### src/rtl/vmem_fill.sv
// Rectangle-fill engine in front of vmem's single write port: draws one 3-bit pixel per
// cycle from a memory-mapped job description, yielding to CPU stores on every cycle.
`timescale 1ns/1ps
module vmem_fill #(
  parameter int unsigned MAX_X = 239,
  parameter int unsigned MAX_Y = 239
) (
  input  logic        clk_i,
  input  logic        rst_i,
  input  logic        we_i,
  input  logic [3:0]  addr_i,
  input  logic [31:0] wdata_i,
  output logic [31:0] rdata_o,
  input  logic        cpu_we_i,
  input  logic [15:0] cpu_waddr_i,
  input  logic [2:0]  cpu_wdata_i,
  output logic        vmem_we_o,
  output logic [15:0] vmem_waddr_o,
  output logic [2:0]  vmem_wdata_o,
  output logic        busy_o
);

  localparam logic [7:0] MaxX = 8'(MAX_X);
  localparam logic [7:0] MaxY = 8'(MAX_Y);

  typedef enum logic [1:0] {IDLE, SETUP, RUN} state_e;

  state_e      state_q, state_d;
  logic [7:0]  x0_q, x0_d, y0_q, y0_d, x1_q, x1_d, y1_q, y1_d;
  logic [7:0]  cx1_q, cx1_d, cy1_q, cy1_d;
  logic [7:0]  x_q, x_d, y_q, y_d;
  logic [2:0]  color_q, color_d;
  logic [15:0] pix_cnt_q, pix_cnt_d;
  logic [31:0] rdata_q, rdata_d;

  logic       busy, fill_we;
  logic       ctrl_wr, start_wr, abort_wr;
  logic [7:0] cx1_c, cy1_c;
  logic       empty, last;
  logic       unused_ok;

  assign unused_ok = ^{wdata_i[31:16], addr_i[1:0]};

  assign ctrl_wr  = we_i && (addr_i[3:2] == 2'd3);
  assign abort_wr = ctrl_wr && wdata_i[1];
  assign start_wr = ctrl_wr && wdata_i[0] && !wdata_i[1];

  // Clamped corner; x0/y0 beyond MAX_* also yields empty because cx1/cy1 never exceed MAX_*.
  assign cx1_c = (x1_q > MaxX) ? MaxX : x1_q;
  assign cy1_c = (y1_q > MaxY) ? MaxY : y1_q;
  assign empty = (x0_q > cx1_c) || (y0_q > cy1_c);
  assign last  = (x_q == cx1_q) && (y_q == cy1_q);

  always_ff @(posedge clk_i) begin
    if (rst_i) state_q <= IDLE;
    else       state_q <= state_d;
  end

  always_comb begin
    state_d = state_q;
    unique case (state_q)
      IDLE:    if (start_wr) state_d = SETUP;
      SETUP:   state_d = (abort_wr || empty) ? IDLE : RUN;
      RUN:     if (abort_wr || (fill_we && last)) state_d = IDLE;
      default: state_d = IDLE;
    endcase
  end

  always_comb begin
    busy         = (state_q != IDLE);
    fill_we      = (state_q == RUN) && !cpu_we_i && !rst_i;
    vmem_we_o    = cpu_we_i | fill_we;
    vmem_waddr_o = cpu_we_i ? cpu_waddr_i : {y_q, x_q};
    vmem_wdata_o = cpu_we_i ? cpu_wdata_i : color_q;
    busy_o       = busy;
    rdata_o      = rdata_q;
  end

  always_comb begin
    x0_d      = x0_q;
    y0_d      = y0_q;
    x1_d      = x1_q;
    y1_d      = y1_q;
    color_d   = color_q;
    cx1_d     = cx1_q;
    cy1_d     = cy1_q;
    x_d       = x_q;
    y_d       = y_q;
    pix_cnt_d = pix_cnt_q;
    if (!busy && we_i) begin
      unique case (addr_i[3:2])
        2'd0:    {y0_d, x0_d} = wdata_i[15:0];
        2'd1:    {y1_d, x1_d} = wdata_i[15:0];
        2'd2:    color_d      = wdata_i[2:0];
        default: ;
      endcase
    end
    if (state_q == SETUP) begin
      cx1_d     = cx1_c;
      cy1_d     = cy1_c;
      x_d       = x0_q;
      y_d       = y0_q;
      pix_cnt_d = '0;
    end
    if (fill_we) begin
      pix_cnt_d = pix_cnt_q + 16'd1;
      if (x_q == cx1_q) begin
        x_d = x0_q;
        y_d = y_q + 8'd1;
      end else begin
        x_d = x_q + 8'd1;
      end
    end
  end

  always_comb begin
    rdata_d = '0;
    unique case (addr_i[3:2])
      2'd0:    rdata_d = {16'b0, y0_q, x0_q};
      2'd1:    rdata_d = {16'b0, y1_q, x1_q};
      2'd2:    rdata_d = {16'b0, pix_cnt_q};
      default: rdata_d = {31'b0, busy};
    endcase
  end

  always_ff @(posedge clk_i) begin
    if (rst_i) begin
      x0_q      <= '0;
      y0_q      <= '0;
      x1_q      <= '0;
      y1_q      <= '0;
      color_q   <= '0;
      cx1_q     <= '0;
      cy1_q     <= '0;
      x_q       <= '0;
      y_q       <= '0;
      pix_cnt_q <= '0;
      rdata_q   <= '0;
    end else begin
      x0_q      <= x0_d;
      y0_q      <= y0_d;
      x1_q      <= x1_d;
      y1_q      <= y1_d;
      color_q   <= color_d;
      cx1_q     <= cx1_d;
      cy1_q     <= cy1_d;
      x_q       <= x_d;
      y_q       <= y_d;
      pix_cnt_q <= pix_cnt_d;
      rdata_q   <= rdata_d;
    end
  end

endmodule

### config.mk
export PLATFORM = sky130hd
export DESIGN_NAME = vmem_fill
export DESIGN_NICKNAME = d
export VERILOG_FILES = /design/src/rtl/vmem_fill.sv
export SDC_FILE = /design/constraint.sdc
export NUM_CORES = 1
export LEC_CHECK = 0
export BUFFER_PORTS_ARGS = -buffer_cell sky130_fd_sc_hd__buf_2
export CORE_AREA = 2 2 99 101
export CTS_CLUSTER_SIZE = 24
export DETAILED_ROUTE_END_ITERATION = 12
export DIE_AREA = 0 0 101 103
export MAX_ROUTING_LAYER = met4
export PLACE_DENSITY = 0.82
export SKIP_CTS_REPAIR_TIMING = 1
export SKIP_LAST_GASP = 1
export SLEW_MARGIN = 20
export SYNTH_ARGS = -nofsm -noshare
export SYNTH_HDL_FRONTEND = slang
export SYNTH_SLANG_ARGS = --single-unit
### constraint.sdc
create_clock -name clk_i -period 3.15 [get_ports clk_i]
set_clock_uncertainty 0.05 [all_clocks]
set_input_delay 0.4725 -clock clk_i [delete_from_list [all_inputs] [get_ports clk_i]]
set_output_delay 0.4725 -clock clk_i [all_outputs]
set_load 0.05 [all_outputs]
==> results.toml, run 1 <==
[detailed_routing]
drt_iter0_markers = 326
vias = 5084
wl_per_cell_um = 16.7
route.detailed.vias_per_inst = 6.05
drc = 0
ant_nets = 0
wl_met1_um = 5840
routed.top_layer = "met4"
wirelength_um = 14000
routed-wl-met3_um = 1190
met2_length_um = 6740
drt-pass1-iter-count = 5

[worst_setup_path]
start_kind = "register"
cp.arrival_ps = 2630
rr_worst_depth = 5
crit_path_end = "x_q[2]"
worstReg2RegStart = "x_q[0]"
cp_max_fo = 14
cp-startpoint = "x_q[0]"
r2r-end = "x_q[2]"
ff2ff_setup_slack_ps = 710
crit_type = "reg -> reg"
cp.required_ps = 3340
worstSetupEndpointType = "register"

[final_layout]
final_common_cell = "dfxtp_1"
layout-drive-gt1-share_pct = 17.5
nets = 800
fin_cells = 841
synthToLayoutAreaGrowth_pct = 10.4
final_cell_mix = "101 x dfxtp_1, 96 x nand2_1, 86 x nor2_1"
design_area_sq_mm = 0.00592
antenna_cells = 0

[die]
dieArea_sq_mm = 0.0104
die_h_um = 103
core_sq_mm = 0.00946
start_util_pct = 56.7
fp.dieW_um = 101
io_pins = 112
rows = 36

[synthesis]
synth_mux_area_share_pct = 9.73
synth-seq-cells = 101
synth-edff-count = 0
ys_seq_area_share_pct = 37.7
ys_types = 52
synth_top_family_by_area = "simple AND/OR/NAND/NOR gates"
avgSynthCellArea_sq_um = 8.05
synth_fa_ha_area_share_pct = 4.43
synth_compound_area_share_pct = 15.0
synth_top_area_share_pct = 37.7
yosysTopAreaCell = "dfxtp_1"
async_reset_ff_share_pct = 0
synth_area_leaders = "dfxtp_1 38%, nand2_1 6.7%, mux2i_1 6.2%, nor2_1 6.0%, a21oi_1 6.0%"
synth_cells = 666
synth_area_sq_mm = 0.00536
ys.warnings.count = 0
yosys_most_used_dff = "dfxtp_1"
synth_simple_gate_area_share_pct = 23.5
synth-xor-area-share_pct = 2.94

[power]
power_density_mw_per_mm2 = 423
irDropWorstVdd_v = 0.000354
power_mw = 2.51
power_leakage_nw = 2.34

[placement]
place_congestion = 0.877
io_buffers = 77
numPlacedInstances = 825
placed_area_sq_mm = 0.00573
hpwl_um = 10100

[clocking]
clkSinkCount = 101
worst_skew_pair.late_latency_ps = 380
cts_tree = "done"
clk_pin_slew_ps = 100
cts.path.max_buffers = 2
cts-buffers-inserted = 9
htree_levels = 3
cts_root_buf = "clkbuf_8"

[sta]
final_max_slew_viol_count = 0
finalHoldViolations = 0
post-route-period-util_pct = 77.4
clock.fmax_mhz = 410
slew_headroom_pct = 43.3
rsz0062_at_grt = "false"
worstMarginPinSlew_ps = 844
layout_min_cycle_time_ps = 2440
setup_viol = 0
tns_ps = 0

[status]
outcome = "completed"

[worst_hold_path]
hp-class = "in -> reg"

[global_route]
grt-ovfl-total = 0
antenna_found_initial = 0
grt_pass1_vias = 4747
grt_pass1_wl_um = 22900
grt_usage_pct = 28.6
grt_max_degree = 58

[flow_run]
cap_viol_max_count = 0
[layout make-up]
class | instances | area (sq um)
clock buffers | 11 | 131
clock inverters | 5 | 60.1
fillers | 812 | 3540
inverters | 14 | 52.6
multi-input cells | 508 | 3040
flip-flops and latches | 101 | 2020
well taps | 114 | 143
repair buffers | 88 | 468
[report_power, final]
| group | total (mW) | internal [mW] | switching, mW |
|---|---|---|---|
| Sequential | 1.32 | 1.30 | 0.0273 |
| Clock | 0.836 | 0.371 | 0.465 |
| Combinational | 0.346 | 0.104 | 0.242 |
[cell usage after synthesis (6+ instances only)]
cell type and n:
nand4_1 15, a21oi_1 64, mux2i_1 33, nor2_1 86, a311oi_1 6, buf_1 6, nand2_1 96, mux2_2 16
a31oi_1 10, nor3_1 9, buf_4 16, inv_1 14, clkbuf_1 30, and3_1 8, o21ai_0 20, xnor2_1 16
dfxtp_1 101, nand3_1 23, ha_1 19, a211oi_1 10
[kinds of logic (layout without fill, tap and decap cells)]
| group | Yosys count | in the layout |
|---|---|---|
| xor+xnor | 18 | 18 |
| simple gates | 272 | 272 |
| fa+ha+maj | 19 | 19 |
| buf+inv | 72 | 118 |
| other cells | 1 | 16 |
| compound gates | 133 | 133 |
| flops | 101 | 101 |
| mux | 50 | 50 |
[flip-flops by register name, summed over array words and instances, names as in the netlist]
| name | cells |
|---|---|
| y1_q | 8 |
| cx1_q | 8 |
| color_q | 3 |
| state_q | 2 |
| rdata_o | 16 |
| pix_cnt_q | 16 |
| cy1_q | 8 |
| x1_q | 8 |
| y_q | 8 |
| x0_q | 8 |
| y0_q | 8 |
| x_q | 8 |
[per-layer routing]
| metal | GRT usage [%] | up-vias |
|---|---|---|
| li1 | - | 2416 |
| met1 | 36.7 | 2401 |
| met2 | 45.9 | 244 |
| met3 | 4.81 | 23 |
| met4 | 9.98 | 0 |
| met5 | - | - |
[metrics by stage]
| stage | utilization, % | setup WS [ps] | hold WS [ps] |
|---|---|---|---|
| after global routing | 62.6 | 499 | 270 |
| after global placement | 60.6 | 740 | 395 |
| final | 62.6 | 713 | 278 |
| after floorplan | - | 744 | 384 |
| after detailed placement | 60.6 | 655 | 404 |
| after CTS | 62.6 | 726 | 279 |
[worst min-delay path by stage]
stage | cells past startpoint | start | end | slack [ps]
finish | 3 | wdata_i[7] | x1_q[7] | 280
global route | 3 | wdata_i[14] | y1_q[6] | 270
CTS | 3 | wdata_i[7] | x1_q[7] | 280
detailed placement | 2 | color_q[2] | color_q[2] | 400
global placement | 2 | color_q[1] | color_q[1] | 390
floorplan | 2 | color_q[0] | color_q[0] | 380
[critical path: stages (launching register included)]
cell and delay (ps):
dfxtp_1 500, xnor2_1 180, nand4_1 220, o21ai_1 720, o21ai_0 150, a2111oi_0 470
(Power assumes the default switching activity.)
==> run 2: changes to the inputs <==
--- a/config.mk
+++ b/config.mk
@@ -6,12 +6,12 @@
 export NUM_CORES = 1
 export LEC_CHECK = 0
 export BUFFER_PORTS_ARGS = -buffer_cell sky130_fd_sc_hd__buf_2
-export CORE_AREA = 2 2 99 101
+export CORE_AREA = 2 2 107 109
 export CTS_CLUSTER_SIZE = 24
 export DETAILED_ROUTE_END_ITERATION = 12
-export DIE_AREA = 0 0 101 103
+export DIE_AREA = 0 0 109 111
 export MAX_ROUTING_LAYER = met4
-export PLACE_DENSITY = 0.82
+export PLACE_DENSITY = 0.75
 export SKIP_CTS_REPAIR_TIMING = 1
 export SKIP_LAST_GASP = 1
 export SLEW_MARGIN = 20
==> constraint.sdc (replaced) <==
create_clock -name clk_i -period 2.1 [get_ports clk_i]
set_clock_uncertainty 0.05 [all_clocks]
set_input_delay 0.315 -clock clk_i [delete_from_list [all_inputs] [get_ports clk_i]]
set_output_delay 0.315 -clock clk_i [all_outputs]
set_load 0.05 [all_outputs]
==> results.toml, run 2 (synthesis gave the netlist of run 1 again) <==
[sta]
slew_headroom_pct = 64.0
post-route-period-util_pct = 98.4
clock.fmax_mhz = 484
worstMarginPinSlew_ps = 540
finalHoldViolations = 0
rsz0062_at_grt = "true"
setup_viol = 0
final_max_slew_viol_count = 0
layout_min_cycle_time_ps = 2070

[clocking]
cts-buffers-inserted = 9
cts_root_buf = "clkbuf_16"
worst_skew_pair.late_latency_ps = 350
clkSinkCount = 101
htree_levels = 3
cts_tree = "done"
clk_pin_slew_ps = 70
cts.path.max_buffers = 2

[die]
start_util_pct = 48.4
io_pins = 112
dieArea_sq_mm = 0.0121
core_sq_mm = 0.0111
die_h_um = 111
rows = 39
fp.dieW_um = 109

[status]
outcome = "completed"

[global_route]
grt-ovfl-total = 0
grt_usage_pct = 25.6
grt_pass1_wl_um = 23800
grt_max_degree = 54
antenna_found_initial = 0
grt_pass1_vias = 4860

[final_layout]
design_area_sq_mm = 0.00639
final_common_cell = "dfxtp_1"
synthToLayoutAreaGrowth_pct = 19.1
layout-drive-gt1-share_pct = 22.1
nets = 834
fillers = 979
final_cell_mix = "101 x dfxtp_1, 96 x nand2_1, 85 x nor2_1"

[detailed_routing]
wl_met1_um = 6470
drt-pass1-iter-count = 5
met2_length_um = 6920
ant_nets = 0
routed.top_layer = "met4"
wirelength_um = 14600
drt_iter0_markers = 391
vias = 5138
drc = 0
wl_per_cell_um = 16.1
routed-wl-met3_um = 849
route.detailed.vias_per_inst = 5.68

[flow_run]
cap_viol_max_count = 0

[placement]
io_buffers = 77
placed_area_sq_mm = 0.00603
place_congestion = 0.923
hpwl_um = 10800

[worst_setup_path]
ff2ff_setup_slack_ps = 30
cp.arrival_ps = 2250
crit_type = "reg -> reg"
cp_max_fo = 7
worstSetupEndpointType = "register"
start_kind = "register"
cp.required_ps = 2290

[power]
power_leakage_nw = 2.58
power_density_mw_per_mm2 = 684
irDropWorstVdd_v = 0.000447
power_mw = 4.37

[worst_hold_path]
hp-class = "in -> reg"
[run 2: changes by cell type in the layout (fill, tap and decap cells not counted), moves of 2 or more]
cell / delta
buf_4: +33
nor3_1: -2
nor3_2: +2
clkbuf_8: -9
clkbuf_1: -2
inv_8: +2
clkbuf_16: +9
[run 2: metal layers]
metal  GRT usage [%]  vias to the layer above
met3            4.82                       27
met1            33.6                     2447
met2            39.2                      174
met5               -                        -
li1                -                     2490
met4            9.15                        0
[run 2: cell type report]
class | instances | area [sq um] | share of cell area (%)
repair buffers | 122 | 736 | 11.5
inverters | 14 | 52.6 | 0.823
clock inverters | 7 | 106 | 1.66
well taps | 143 | 179 | 2.80
clock buffers | 9 | 225 | 3.53
multi-input cells | 508 | 3070 | 48.0
flip-flops and latches | 101 | 2020 | 31.6
diodes | 1 | 2.50 | 0.0392
[run 2: where the power goes]
part / internal (mW) / switching, mW / total (mW)
combinational: 0.173 / 0.375 / 0.548
clock: 1.07 / 0.778 / 1.84
sequential: 1.95 / 0.0311 / 1.98
[run 2: worst max-delay path, stage by stage, from the launching register on]
cell and delay (ps):
dfxtp_1 340, or4b_4 620, nor4_4 330, buf_4 170, a21oi_1 80, a311oi_1 350
[run 2: worst paths after layout]
check / end / startpoint / cells past startpoint
setup / recovery: pix_cnt_q[13] / state_q[0] / 5
hold / removal: y1_q[3] / wdata_i[11] / 3
setup reg to reg: pix_cnt_q[13] / state_q[0] / 5
hold reg to reg: color_q[1] / color_q[1] / 2
[run 2: per-stage QoR]
| stage | hold slack [ps] | cells | setup slack, ps | TNS [ps] | util [%] |
|---|---|---|---|---|---|
| final | 158 | 905 | 33.2 | 0 | 57.7 |
| after global routing | 162 | 904 | -36.0 | -68.7 | 57.7 |
| after CTS | 148 | 904 | 66.0 | 0 | 57.4 |
| after detailed placement | 405 | 888 | -51.2 | -51.2 | 54.5 |
| after global placement | 395 | 888 | 66.0 | 0 | 54.5 |
| after floorplan | 384 | 681 | 9.09 | 0 | - |
==> run 3: changes to the inputs <==
--- a/config.mk
+++ b/config.mk
@@ -6,10 +6,10 @@
 export NUM_CORES = 1
 export LEC_CHECK = 0
 export BUFFER_PORTS_ARGS = -buffer_cell sky130_fd_sc_hd__buf_2
-export CORE_AREA = 2 2 107 109
+export CORE_AREA = 2 2 98 119
 export CTS_CLUSTER_SIZE = 24
 export DETAILED_ROUTE_END_ITERATION = 12
-export DIE_AREA = 0 0 109 111
+export DIE_AREA = 0 0 100 121
 export MAX_ROUTING_LAYER = met4
 export PLACE_DENSITY = 0.75
 export SKIP_CTS_REPAIR_TIMING = 1
==> results.toml, run 3 (synthesis gave the netlist of run 1 again) <==
[placement]
hpwl_um = 10400
numPlacedInstances = 873
placed_area_sq_mm = 0.00599
io_buffers = 77
place_ws_ps = 15.0
place_congestion = 0.936

[final_layout]
final_cell_mix = "99 x dfxtp_1, 96 x nand2_1, 84 x nor2_1"
design_area_sq_mm = 0.00635
final_common_cell = "dfxtp_1"
fillers = 968
synthToLayoutAreaGrowth_pct = 18.4
antenna_cells = 0
fin_cells = 889
nets = 831
layout-drive-gt1-share_pct = 22.3

[detailed_routing]
wirelength_um = 14500
vias = 5152
wl_per_cell_um = 16.3
drt_iter0_markers = 348
drc = 0
drt-pass1-iter-count = 5
route.detailed.vias_per_inst = 5.80
ant_nets = 0

[worst_hold_path]
hp-class = "in -> reg"
min_to = "x1_q[7]"
hold_depth = 3
min_from = "wdata_i[7]"

[worst_setup_path]
cpMaxStageDelayCell = "dfxtp_1"
max_stage_delay_ps = 330
cp.required_ps = 2300
r2r-end = "state_q[1]"
rr_worst_depth = 9
worstSetupEndpointType = "register"
critPathTopFamily = "compound AO/OA/AOI/OAI gates"
cp.buffers_inverters = 1
worstReg2RegStart = "x1_q[5]"
cp.arrival_ps = 2250
start_kind = "register"
crit_type = "reg -> reg"
crit_chain = "inv_1, nor3_2, nor2_2, ha_1, nor2b_1, o211ai_1, a21o_1, a21oi_2, o32ai_2"
ff2ff_setup_slack_ps = 60
cp_max_fo = 2

[sta]
finalHoldViolations = 0
layout_min_cycle_time_ps = 2040
tns_ps = 0
post-route-period-util_pct = 97.4
worst_slack_ps = 55.0
final_max_slew_viol_count = 0
clock.fmax_mhz = 489
slew_headroom_pct = 59.6
worstMarginPinSlew_ps = 606
setup_viol = 0
whs_ps = 158

[global_route]
antenna_found_initial = 0
grt_pass1_wl_um = 23600
grt_max_degree = 58
grt_usage_pct = 25.0
grt_pass1_vias = 4846
grt-ovfl-total = 0

[clocking]
clk_pin_slew_ps = 70
htree_levels = 3
cts_tree = "done"
worst_skew_pair.late_latency_ps = 350
cts_root_buf = "clkbuf_16"
cts.path.max_buffers = 2
cts-buffers-inserted = 9
clkSinkCount = 101

[die]
rows = 42
fp.dieW_um = 100
dieArea_sq_mm = 0.0121
io_pins = 112
start_util_pct = 49.1
die_h_um = 121
core_sq_mm = 0.0109

[power]
irDropWorstVdd_v = 0.000555
power_leakage_nw = 2.58
power_density_mw_per_mm2 = 673

[flow_run]
cap_viol_max_count = 0

[status]
outcome = "completed"
## run 3: changes by cell type in the layout (fill, tap and decap cells not counted), sizes merged
cell      change
bufinv        -1
diode         -1
clkbuf        +3
clkinv        +2
clkinvlp      -2
inv           -3
buf           -3
## run 3: worst max path at each step
stage / from / end / slack (ps) / depth (start not counted)
floorplan: cpu_we_i / vmem_waddr_o[13] / 9 / 3
global placement: cpu_we_i / pix_cnt_q[15] / 100 / 6
detailed placement: rst_i / y_q[7] / 10 / 6
CTS: state_q[1] / y_q[7] / 10 / 5
global route: x1_q[4] / state_q[1] / -50 / 9
finish: x1_q[5] / state_q[1] / 60 / 9
## run 3: final cells by class
class / count / area (sq um) / share of cell area [%]
Sequential cell: 101 / 2020 / 31.9
Tap cell: 132 / 165 / 2.60
Inverter: 14 / 52.6 / 0.828
Clock buffer: 12 / 267 / 4.20
Clock inverter: 3 / 43.8 / 0.690
Timing Repair Buffer: 119 / 713 / 11.2
Multi-Input combinational cell: 508 / 3080 / 48.6
## run 3: worst register-to-register path: stages, from the launching register on
cell      delay, ps
dfxtp_1         330
inv_1            70
nor3_2          250
nor2_2           80
ha_1            320
nor2b_1         150
o211ai_1        220
a21o_1          170
a21oi_2          70
o32ai_2         230
## run 3: power by group
part	switching, mW	internal, mW
registers	0.0315	1.95
clock network	0.720	1.02
logic	0.385	0.175
total	1.14	3.14
## run 3: layer usage
layer | vias to the layer above | GRT usage (%) | wire (um)
li1 | 2487 | - | -
met1 | 2427 | 31.4 | 6290
met2 | 183 | 39.4 | 6840
met3 | 55 | 3.11 | 763
met4 | 0 | 13.4 | 604
met5 | - | - | 0
## run 3: metrics by stage
step,total power [mW],util [%]
final,4.27,58.1
after global routing,4.40,58.1
after CTS,4.26,57.6
after detailed placement,2.56,54.8
after global placement,2.55,54.8
after floorplan,2.43,-
